### src/rtl/seq_det_pkg.sv
// Shared helpers for the serial pattern detector and its counters.
package seq_det_pkg;

  localparam int unsigned PAT_W_MIN = 2;
  localparam int unsigned PAT_W_MAX = 16;
  localparam int unsigned CNT_W_MAX = 32;

  // Bits needed to hold a history depth of 0..pat_w.
  function automatic int unsigned fill_w(input int unsigned pat_w);
    return $clog2(pat_w + 1);
  endfunction

  // Increment that sticks at max_val instead of wrapping.
  function automatic int unsigned sat_inc(input int unsigned val, input int unsigned max_val);
    return (val >= max_val) ? max_val : val + 1;
  endfunction

endpackage

### src/rtl/sat_counter.sv
// Saturating up-counter with synchronous reset and soft clear.
module sat_counter
  import seq_det_pkg::*;
#(
  parameter int unsigned W = 8
) (
  input  logic         clk,
  input  logic         rst,
  input  logic         inc,
  input  logic         clr,
  output logic [W-1:0] q
);

  localparam logic [W-1:0] MAX = '1;

  logic [W-1:0] q_q;
  logic [W-1:0] q_d;

  // Next count, held at all-ones once reached.
  always_comb begin
    q_d = W'(sat_inc(32'(q_q), 32'(MAX)));
  end

  // Count register; reset and clear both return to zero.
  always_ff @(posedge clk) begin
    if (rst || clr) begin
      q_q <= '0;
    end else if (inc) begin
      q_q <= q_d;
    end
  end

  assign q = q_q;

endmodule

### src/rtl/moore_seq_detect.sv
// Parametrised Moore serial pattern detector with qualifier, soft clear and
// saturating match counter.
module moore_seq_detect
  import seq_det_pkg::*;
#(
  parameter int unsigned PAT_W   = 4,
  parameter              PATTERN = 4'b1011,
  parameter bit          OVERLAP = 1'b1,
  parameter int unsigned CNT_W   = 8
) (
  input  logic                       clk,
  input  logic                       rst,
  input  logic                       in,
  input  logic                       in_valid,
  input  logic                       clear,
  output logic                       out,
  output logic [CNT_W-1:0]           match_cnt,
  output logic [fill_w(PAT_W)-1:0]   fill
);

  localparam int unsigned     FILL_W = fill_w(PAT_W);
  localparam logic [PAT_W-1:0] PAT   = PAT_W'(PATTERN);

  // Reject unsupported parameterisations at elaboration.
  if (PAT_W < PAT_W_MIN || PAT_W > PAT_W_MAX) begin : g_bad_pat_w
    $error("moore_seq_detect: PAT_W must be in 2..16");
  end
  if ($bits(PATTERN) != PAT_W) begin : g_bad_pattern
    $error("moore_seq_detect: PATTERN width must equal PAT_W");
  end
  if (CNT_W < 1 || CNT_W > CNT_W_MAX) begin : g_bad_cnt_w
    $error("moore_seq_detect: CNT_W must be in 1..32");
  end

  logic [PAT_W-1:0]  hist_q;
  logic [PAT_W-1:0]  hist_d;
  logic [FILL_W-1:0] fill_q;
  logic [FILL_W-1:0] fill_d;
  logic              match_d;
  logic              cnt_inc;

  // Moore decode of registered state; the serial input never reaches out.
  assign out = (fill_q == FILL_W'(PAT_W)) && (hist_q == PAT);

  // Candidate next state assuming the current bit is accepted.
  always_comb begin
    hist_d = {hist_q[PAT_W-2:0], in};
    if (!OVERLAP && out) begin
      // Bits of the current match are consumed; new bit opens a fresh window.
      fill_d = FILL_W'(1);
    end else begin
      fill_d = FILL_W'(sat_inc(32'(fill_q), PAT_W));
    end
    match_d = (fill_d == FILL_W'(PAT_W)) && (hist_d == PAT);
    cnt_inc = in_valid && !clear && match_d;
  end

  // History and fill registers; rst > clear > in_valid.
  always_ff @(posedge clk) begin
    if (rst || clear) begin
      hist_q <= '0;
      fill_q <= '0;
    end else if (in_valid) begin
      hist_q <= hist_d;
      fill_q <= fill_d;
    end
  end

  sat_counter #(
    .W (CNT_W)
  ) u_match_cnt (
    .clk (clk),
    .rst (rst),
    .inc (cnt_inc),
    .clr (clear),
    .q   (match_cnt)
  );

  assign fill = fill_q;

endmodule

### config.mk
export PLATFORM = sky130hd
export DESIGN_NAME = moore_seq_detect
export DESIGN_NICKNAME = d
export VERILOG_FILES = /design/src/rtl/seq_det_pkg.sv /design/src/rtl/sat_counter.sv /design/src/rtl/moore_seq_detect.sv
export SDC_FILE = /design/constraint.sdc
export NUM_CORES = 1
export LEC_CHECK = 0
export CORE_MARGIN = 2
export CORE_UTILIZATION = 55
export CTS_BUF_LIST = sky130_fd_sc_hd__clkbuf_8
export DETAILED_ROUTE_END_ITERATION = 7
export DONT_BUFFER_PORTS = 1
export PLACE_DENSITY = 0.77
export SLEW_MARGIN = 30
export SYNTH_ARGS = -nofsm -noshare
export SYNTH_HDL_FRONTEND = slang
export SYNTH_HIERARCHICAL = 1
export SYNTH_SLANG_ARGS = --single-unit
### constraint.sdc
create_clock -name clk -period 2.3 [get_ports clk]
set_input_delay 0.23 -clock clk [delete_from_list [all_inputs] [get_ports clk]]
set_output_delay 0.23 -clock clk [all_outputs]
set_load 0.03 [all_outputs]
# Word-level counts from Yosys, hierarchy flattened
# Index checks and enable logic that the tools add are counted.
[word_totals] register_bits=15 input_bits=5 output_inout_bits=12 word_cells=19
[classes] add_sub_neg=2 magnitude_cmp=2 n_eq_ne=4 muxes=2 reduce_logical=6
[op_table] operator="$add A8 B1 Y8 const B" count=1
[op_table] operator="$eq A4 B4 Y1 const B" count=2
[op_table] operator="$ge A8 B8 Y1 const B" count=1
[op_table] operator="$mux W8" count=1
[op_table] operator="$eq A3 B3 Y1 const B" count=2
[op_table] operator="$logic_and A1 B1 Y1" count=4
[op_table] operator="$add A3 B1 Y3 const B" count=1
[op_table] operator="$ge A3 B3 Y1 const B" count=1
[op_table] operator="$mux W3" count=1
[op_table] operator="$logic_not A1 Y1" count=1
[op_table] operator="$logic_or A1 B1 Y1" count=1

# Longest topological paths before layout
# Gate-level depths: netlist of run 1.
[depth] word_depth=5 depth_mapped=7 ltp_nobuf=7

# Cells and area by module
# The synthesis of run 1 kept the hierarchy.
[by_module_without_submodules] mod="sat_counter" n_inst=1 cells_per_inst=44 area_each_um2=380.4 seq_area_each_um2=160.2
[by_module_without_submodules] mod="moore_seq_detect" n_inst=1 cells_per_inst=36 area_each_um2=346.6 seq_area_each_um2=140.1

# Worst setup path before layout of run 1
# Ideal clock, no wire load.
[synth_path] path_kind="register -> register" from="register fill_q[0] (netlist: fill[0])" to="register u_match_cnt.q_q[5] (netlist: u_match_cnt/q[5])" setup_time_ns=0.074 t_arrival_ns=2.058 t_required_ns=2.226 slack_ns=0.168 path_stages_with_launch=8 path_buffers=0 period_less_slack_ns=2.132 cell_sequence="dfxtp_1 > inv_1 > ha_1 > and3b_1 > o2111a_1 > nand4_1 > or4_1 > a31oi_1"
[synth_between] elab_chain_len=5 elab_cells_between_ends=6 cone_classes="add/sub: 1; order compare: 1; eq/ne: 1; mux: 1; reduce/logical: 2"
[synth_lines] element="from (decl)" line="moore_seq_detect.sv:37" text="logic [FILL_W-1:0] fill_q;"
[synth_lines] element="from (signal assigned)" line="moore_seq_detect.sv:65" text="fill_q <= fill_d;"
[synth_lines] element="$add A3 B1 Y3 / $ge A3 B3 Y1 (equally long branches)" line="seq_det_pkg.sv:15" text="return (val >= max_val) ? max_val : val + 1;"
[synth_lines] element="$mux W3 (*)" line="seq_det_pkg.sv:15"
[synth_lines] element="$eq A3 B3 Y1 (*)" line="moore_seq_detect.sv:54" text="match_d = (fill_d == FILL_W'(PAT_W)) && (hist_d == PAT);"
[synth_lines] element="$logic_and A1 B1 Y1 (*)" line="moore_seq_detect.sv:54"
[synth_lines] element="$logic_and A1 B1 Y1 (*)" line="moore_seq_detect.sv:55" text="cnt_inc = in_valid && !clear && match_d;"
[synth_lines] element="net cnt_inc" line="moore_seq_detect.sv:40" text="logic cnt_inc;"
[synth_lines] element="to (signal assigned)" line="sat_counter.sv:29" text="q_q <= q_d;"
[synth_lines] element="to (decl)" line="sat_counter.sv:16" text="logic [W-1:0] q_q;"
# Mark *: on every way through the listed nets, which the timed path passes. The rest lies on a longest branch.
# A chain may end at the register's enable or synchronous reset.

# Final worst setup path of run 1
# Same ends and word-level chain as after synthesis.

==> out/summary.json, run 1 <==
{
  "layout.cells.most_common_list": "15 x dfxtp_1, 7 x nor2_1, 7 x a31oi_1, 6 x inv_1",
  "outcome": "completed",
  "syn_nets": 88,
  "cts_buffers": 3,
  "critical_path.startpoint_type": "flop",
  "dominantRegCellSynth": "dfxtp_1",
  "leakagePower_uw": 0.000298,
  "detailed_place.area_um2": 742,
  "worst-endpoint-required_ns": 2.47,
  "horizontal_die_dimension_um": 40.4,
  "cts-root-to-sink-buffers": 2,
  "wl_per_cell_um": 15.2,
  "initial_cell_density_of_the_core": 0.573,
  "vias": 608,
  "postCtsSetupRepairBufs": 0,
  "ir_worst_vdd_uv": 327,
  "die-area_um2": 1630,
  "total_grt_usage": 0.224,
  "reg2reg_from": "fill[0]",
  "post_cts_resize_count": 0,
  "clock_latency_ns": 0.24,
  "worst-setup-path-type": "flop to flop",
  "number_of_global_route_vias_before_repair": 587,
  "syn-mean-instance-area_um2": 9.09,
  "edff_count_synth": 0,
  "post_cts_hold_buffer_count": 0,
  "routed_wirelength_mm": 1.49,
  "tritoncts_num_sinks": 15,
  "port-buffer-count": 0,
  "final.setup_skew_ns": 0.00280,
  "power_per_cell_area_nw_per_um2": 620,
  "hold_path_startpoint": "in_valid",
  "path_clk_slew_ns": 0.06,
  "layout_cells_sized_above_1": 0.0964,
  "r2r_worst_path_depth": 7,
  "synth.yosys.warnings": 6,
  "synth-simple-area-share": 0.236,
  "final_common_cell": "dfxtp_1",
  "floorplan.core_area_um2": 1270,
  "slew_headroom": 0.640,
  "die_h_um": 40.4,
  "hold_viol": 0,
  "synth_seq_area_share": 0.413,
  "final_nets": 92,
  "critical_path.max_fanout": 8,
  "yosys.area_share.xor_xnor": 0.0120,
  "detailedPlacementHpwl_mm": 1.05,
  "synth-async-reset-ratio": 0,
  "grt.overflow.total": 0,
  "data_arrival_critical_path_ns": 2.31,
  "grt_first_pass_wirelength_mm": 2.36,
  "detailed_router_s_first_iteration_violation_count": 18,
  "min_delay_worst_type": "input port to flop",
  "area_growth_syn_to_layout_pct": 8.26,
  "grt_setup_unrepaired": "no",
  "post_route_antenna_net_violation_count": 0,
  "filler_cell_count": 110,
  "setup_violations": 0,
  "antenna_found_initial": 0,
  "synth_area_um2": 727,
  "report.final.slew_viol_count": 0,
  "largest_net_degree_at_the_start_of_global_routing": 11,
  "final_area_um2": 787,
  "finalCriticalPeriod_ns": 2.14,
  "cts_tree": "done",
  "num_rows": 13,
  "synth_cell_types": 33,
  "first_pass_iters": 4,
  "antenna_cells_inserted": 0,
  "synth-adder-area-share": 0.0516,
  "htree_levels": 1,
  "reg2reg_setup_slack_ns": 0.16,
  "io-pin-count": 17,
  "setup.worst_path.start": "fill[0]",
  "fin_crit_sh": 0.929,
  "worstMarginPinSlew_ns": 0.538,
  "cp-end-kind": "flop",
  "fmax_mhz": 468,
  "cts_root_buffer": "clkbuf_8",
  "synth.mux.area_fraction": 0.0551,
  "seq_area_um2": 300,
  "largest_family_of_logic_cells_by_synthesized_area": "simple AND/OR/NAND/NOR gates",
  "r2r-end": "u_match_cnt/q[5]",
  "drc_errors": 0,
  "crit_end": "u_match_cnt/q[5]",
  "setup_tns_after_final_layout_ns": 0,
  "routed_via_density": 6.20,
  "multi_input_gate_area_um2": 385,
  "gp_congestion": 0.811,
  "maxCapViolCount": 0,
  "synth_seq_cells": 15,
  "gate_count_after_technology_mapping": 80,
  "fraction_of_the_mapped_netlist_area_in_compound_gates": 0.176,
  "grt_use_met2": 0.353,
  "grt.busiest_layer": "met2",
  "grt_use_met1": 0.272,
  "groute.layer.met3.usage": 0.0444
}
worst min-delay path by stage:
| stage | end | cells past startpoint |
|---|---|---|
| 6_report | fill[2] | 2 |
| 3_5_place_dp | fill[2] | 2 |
| 3_3_place_gp | fill[2] | 2 |
| 5_1_grt | fill[2] | 2 |
| 4_1_cts | fill[2] | 2 |
| 2_1_floorplan | hist_q[0] | 2 |
metrics by stage:
stage	std cells	setup WS (ns)	hold slack, ns	total power [uW]	utilization
final	98	0.164	0.131	488	0.620
after global routing	98	0.0187	0.168	497	0.620
after CTS	98	0.182	0.128	490	0.620
after detailed placement	94	0.212	0.388	287	0.585
after global placement	94	0.312	0.379	287	0.585
after floorplan	80	0.168	0.377	287	-
synthesized netlist by cell type (2+ instances only):
| cell type | number | share of area |
|---|---|---|
| and3_1 | 2 | 0.017 |
| ha_1 | 3 | 0.052 |
| mux2i_1 | 4 | 0.055 |
| a31oi_1 | 7 | 0.060 |
| nand2b_1 | 2 | 0.017 |
| a21oi_1 | 4 | 0.028 |
| clkbuf_1 | 2 | 0.010 |
| o21ai_0 | 4 | 0.028 |
| nand2_1 | 2 | 0.010 |
| nand3_1 | 2 | 0.014 |
| and4_1 | 2 | 0.024 |
| nor2_1 | 7 | 0.036 |
| inv_1 | 5 | 0.026 |
| dfxtp_1 | 15 | 0.41 |
where the power goes:
part           internal, uW  switching [uW]  total (uW)
Clock                   118            87.5         205
Combinational          8.53            9.63        18.2
Sequential              262            2.21         264
cells by family after synthesis:
group | Yosys count
fa+ha+maj | 3
compound gates | 20
simple gates | 28
buf+inv | 9
mux | 4
xor+xnor | 1
flops | 15
worst max-delay path: stages (launching register included):
cell and delay [ns]:
dfxtp_1 0.41, inv_1 0.07, ha_1 0.30, and3b_1 0.21
o2111a_1 0.30, nand4_1 0.17, or4_1 0.45, a31oi_1 0.16
routing by layer:
layer | vias up | share of wire | wire (um)
li1 | 300 | - | -
met1 | 278 | 0.45 | 676
met2 | 24 | 0.45 | 671
met3 | 6 | 0.065 | 97
met4 | 0 | 0.030 | 44
met5 | - | 0 | 0
registers in the layout (all words and copies together), names as in the netlist:
register       count
hist_q             4
u_match_cnt/q      8
fill               3
area by class of cell:
cell class	instances	area share
Inverter	6	0.0286
Timing Repair Buffer	2	0.0191
Sequential cell	15	0.382
Tap cell	15	0.0238
Clock buffer	3	0.0525
Clock inverter	1	0.00477
Multi-Input combinational cell	56	0.490
Power figures use the tool's default switching activity.
==> run 2, diff against run 1 <==
clock period = 2.2 ns   (was 2.3 ns; I/O delays follow)
==> out/summary.json, run 2 (synthesis gave the netlist of run 1 again) <==
{
  "area_growth_syn_to_layout_pct": 10.3,
  "worst-path-stages": 7,
  "floorplan.core_area_um2": 1270,
  "first_pass_iters": 4,
  "reg2reg_from": "fill[1]",
  "post_cts_hold_buffer_count": 0,
  "initial_cell_density_of_the_core": 0.573,
  "horizontal_die_dimension_um": 40.4,
  "final_area_um2": 802,
  "r2r_worst_path_depth": 7,
  "final_common_cell": "dfxtp_1",
  "drc_errors": 0,
  "final_nets": 94,
  "worst-endpoint-required_ns": 2.37,
  "largest_net_degree_at_the_start_of_global_routing": 11,
  "maxCapViolCount": 0,
  "cp-end-kind": "flop",
  "power_per_cell_area_nw_per_um2": 633,
  "detailedPlacementHpwl_mm": 1.06,
  "post_cts_resize_count": 0,
  "layout_cells_sized_above_1": 0.118,
  "slew_headroom": 0.626,
  "worst_hold_slack_ns": 0.125,
  "report.final.slew_viol_count": 0,
  "num_rows": 13,
  "tritoncts_num_sinks": 15,
  "leakagePower_uw": 0.000309,
  "highest_cell_delay_on_the_worst_timing_path_ns": 0.44,
  "worstMarginPinSlew_ns": 0.559,
  "grt.overflow.total": 0,
  "data_arrival_critical_path_ns": 2.25,
  "ir_worst_vdd_uv": 437,
  "hold_viol": 0,
  "fmax_mhz": 481,
  "setup_violations": 0,
  "grt_first_pass_wirelength_mm": 2.19,
  "io-pin-count": 17,
  "port-buffer-count": 0,
  "die_h_um": 40.4,
  "total_grt_usage": 0.209,
  "post_route_antenna_net_violation_count": 0,
  "critical_path.startpoint_type": "flop",
  "cts_tree": "done",
  "cts-root-to-sink-buffers": 2,
  "setup.worst_path.start": "fill[1]",
  "htree_levels": 1,
  "critical_path.top_delay_family": "simple AND/OR/NAND/NOR gates",
  "timing.critical_path.slowest_stage_cell": "or4_1",
  "antenna_cells_inserted": 0,
  "wl_per_cell_um": 14.2,
  "fin_crit_sh": 0.946,
  "vias": 585,
  "number_of_global_route_vias_before_repair": 549,
  "path_clk_slew_ns": 0.06,
  "layout.cells.most_common_list": "15 x dfxtp_1, 7 x nor2_1, 7 x a31oi_1, 6 x inv_1",
  "detailed_place.area_um2": 757,
  "outcome": "completed",
  "worstHoldPathCells": 2,
  "antenna_found_initial": 0,
  "cts_root_buffer": "clkbuf_8",
  "cp_cell_sequence": "inv_1, ha_1, and3b_1, o2111a_1, nand4_1, or4_1, a31oi_1",
  "postCtsSetupRepairBufs": 0,
  "filler_cell_count": 108,
  "cts_buffers": 3,
  "setup_tns_after_final_layout_ns": 0,
  "number_of_flip_flops_in_the_largest_register": 8,
  "routed_wirelength_mm": 1.42,
  "routed_via_density": 5.85,
  "finalPower_uw": 508,
  "min_delay_worst_type": "input port to flop",
  "critical_path_buf_inv_count": 1,
  "clock_latency_ns": 0.24,
  "worst-setup-path-type": "flop to flop",
  "hold_path_startpoint": "in",
  "final.setup_skew_ns": 0.000831,
  "die-area_um2": 1630,
  "gp_congestion": 0.829,
  "critical_path.max_fanout": 8,
  "finalCriticalPeriod_ns": 2.08,
  "detailed_router_s_first_iteration_violation_count": 15,
  "grt_setup_unrepaired": "no"
}
## run 2: layer usage
metal  global-route usage  vias to the layer above  routed length (um)
met5                    0                        -                   0
met4                0.150                        0                  12
li1                     -                      304                   -
met2                0.302                       18                 631
met3               0.0444                        2                 108
met1                0.271                      261                 669
## run 2: cell type report
| class | count | area [um^2] | area share |
|---|---|---|---|
| Multi-Input combinational cell | 56 | 385 | 0.480 |
| Timing Repair Buffer | 4 | 30.0 | 0.0374 |
| Tap cell | 15 | 18.8 | 0.0234 |
| Clock inverter | 1 | 3.75 | 0.00468 |
| Sequential cell | 15 | 300 | 0.374 |
| Inverter | 6 | 22.5 | 0.0281 |
| Clock buffer | 3 | 41.3 | 0.0515 |
## run 2: metrics by stage
| stage | worst slack, ns | cells | util |
|---|---|---|---|
| after global placement | 0.261 | 96 | 0.597 |
| after CTS | 0.133 | 100 | 0.632 |
| after floorplan | 0.0683 | 80 | - |
| after detailed placement | 0.153 | 96 | 0.597 |
| final | 0.119 | 100 | 0.632 |
| after global routing | 0.000895 | 100 | 0.632 |
## run 2: path summary, 6_finish.rpt
| path | end | slack [ns] |
|---|---|---|
| worst max-delay path | u_match_cnt/q[5] | 0.12 |
| worst min-delay path | hist_q[0] | 0.13 |
| worst max register to register | u_match_cnt/q[5] | 0.12 |
| worst min register to register | hist_q[3] | 0.51 |
## run 2: power breakdown
group,total [uW],internal [uW],switching [uW],leakage [uW]
combinational,19.7,9.01,10.7,0.000161
clock,213,123,90.0,0.0000269
sequential,275,274,1.44,0.000121
total,508,406,102,0.000309
## run 2: worst register-to-register path, delay by kind of cell, from the launching register on
family | cells | cell delay (ns)
buffers and inverters | 1 | 0.06
adder cells (fa/ha/maj) | 1 | 0.28
AND/OR/NAND/NOR | 3 | 0.84
AO/OA/AOI/OAI | 2 | 0.46
flip-flops | 1 | 0.38
==> run 3, diff against run 2 <==
PLACE_DENSITY = 0.7   (was 0.77)
REMOVE_ABC_BUFFERS = 1   (was unset)
==> out/summary.json, run 3 (synthesis gave the netlist of run 1 again) <==
{
  "layout_cells_sized_above_1": 0.128,
  "cp-end-kind": "flop",
  "routed_wirelength_mm": 1.36,
  "drc_errors": 0,
  "reg2reg_setup_slack_ns": 0.15,
  "die-area_um2": 1630,
  "cts-root-to-sink-buffers": 2,
  "antenna_found_initial": 0,
  "setup_violations": 0,
  "htree_levels": 1,
  "post_cts_resize_count": 0,
  "postCtsSetupRepairBufs": 0,
  "number_of_flip_flops_in_the_largest_register": 8,
  "power_per_cell_area_nw_per_um2": 628,
  "r2r_worst_path_depth": 7,
  "area_growth_syn_to_layout_pct": 11.4,
  "worst-setup-path-type": "flop to flop",
  "final_area_um2": 810,
  "dr.max_layer_used": "met4",
  "worst-endpoint-required_ns": 2.38,
  "num_rows": 13,
  "critical_path.max_fanout": 8,
  "grt.overflow.total": 0,
  "min_delay_worst_type": "input port to flop",
  "detailedPlacementHpwl_mm": 1.06,
  "gp_congestion": 0.742,
  "final.setup_skew_ns": 0.00235,
  "route.met3.wl_um": 60,
  "total_grt_usage": 0.191,
  "die_h_um": 40.4,
  "io-pin-count": 17,
  "post_route_antenna_net_violation_count": 0,
  "final_nets": 95,
  "largest_net_degree_at_the_start_of_global_routing": 11,
  "worstMarginPinSlew_ns": 0.544,
  "clock_latency_ns": 0.24,
  "report.final.slew_viol_count": 0,
  "cts_buffers": 3,
  "maxCapViolCount": 0,
  "r2r-end": "u_match_cnt/q[5]",
  "fin_crit_sh": 0.932,
  "critical_path.startpoint_type": "flop",
  "detailed_router_s_first_iteration_violation_count": 11,
  "setup.worst_path.start": "fill[1]",
  "port-buffer-count": 0,
  "leakagePower_uw": 0.000315,
  "ir_worst_vdd_uv": 479,
  "layout.cells.most_common_list": "15 x dfxtp_1, 7 x nor2_1, 7 x a31oi_1, 6 x inv_1, 5 x buf_4",
  "grt_first_pass_wirelength_mm": 2.01,
  "reg2reg_from": "fill[1]",
  "first_pass_iters": 4,
  "slew_headroom": 0.636,
  "met2RoutedLength_um": 661,
  "tritoncts_num_sinks": 15,
  "finalPower_uw": 508,
  "crit_end": "u_match_cnt/q[5]",
  "fmax_mhz": 488,
  "grt_setup_unrepaired": "no",
  "finalCriticalPeriod_ns": 2.05,
  "cts_root_buffer": "clkbuf_8",
  "wl_per_cell_um": 13.4,
  "data_arrival_critical_path_ns": 2.23,
  "cts_tree": "done",
  "wirelength_met1_um": 619,
  "path_clk_slew_ns": 0.06,
  "antenna_cells_inserted": 0,
  "setup_tns_after_final_layout_ns": 0,
  "number_of_global_route_vias_before_repair": 498,
  "final_common_cell": "dfxtp_1",
  "outcome": "completed",
  "routed_via_density": 5.90,
  "hold_viol": 0,
  "floorplan.core_area_um2": 1270,
  "filler_cell_count": 126,
  "initial_cell_density_of_the_core": 0.573,
  "detailed_place.area_um2": 764,
  "post_cts_hold_buffer_count": 0,
  "vias": 596,
  "horizontal_die_dimension_um": 40.4
}
[run 3: cell types whose count changed in the layout (fill, tap and decap cells not counted)]
| cell | previous run | this run |
|---|---|---|
| buf_4 | 4 | 5 |
[run 3: critical path: stages (launching register included)]
cell and delay (ns):
dfxtp_1 0.38, inv_1 0.06, ha_1 0.29, and3b_1 0.21, o2111a_1 0.29, nand4_1 0.17
or4_1 0.43, a31oi_1 0.16
[run 3: how the worst min path moves through the flow]
stage | to | cells past startpoint | slack [ns] | startpoint
finish | fill[2] | 2 | 0.12 | in_valid
floorplan | fill[2] | 2 | 0.36 | in_valid
global route | fill[2] | 2 | 0.11 | in_valid
detailed placement | fill[2] | 2 | 0.37 | in_valid
CTS | fill[2] | 2 | 0.12 | in_valid
global placement | fill[2] | 2 | 0.37 | in_valid
[run 3: layer usage]
metal | track usage | vias to the layer above
li1 | - | 306
met1 | 0.231 | 275
met2 | 0.302 | 13
met3 | 0.0389 | 2
met4 | 0.125 | 0
met5 | 0 | -
[run 3: metrics by stage]
| step | hold slack, ns | util | setup WS [ns] | std cells |
|---|---|---|---|---|
| after CTS | 0.117 | 0.638 | 0.133 | 101 |
| after global placement | 0.369 | 0.603 | 0.238 | 97 |
| after detailed placement | 0.375 | 0.603 | 0.151 | 97 |
| final | 0.123 | 0.638 | 0.149 | 101 |
| after floorplan | 0.361 | - | 0.0683 | 77 |
| after global routing | 0.115 | 0.638 | 0.000380 | 101 |
[run 3: cell type report]
type | instances | area [um^2] | share of cell area
flip-flops and latches | 15 | 300 | 0.371
clock inverters | 1 | 3.75 | 0.00464
inverters | 6 | 22.5 | 0.0278
repair buffers | 5 | 37.5 | 0.0464
multi-input cells | 56 | 385 | 0.476
clock buffers | 3 | 41.3 | 0.0510
well taps | 15 | 18.8 | 0.0232
[run 3: power breakdown]
group	switching, uW	leakage [uW]	internal (uW)
registers	1.66	0.000121	274
clock network	90.6	0.0000269	123
logic	10.1	0.000167	8.90
total	102	0.000315	406
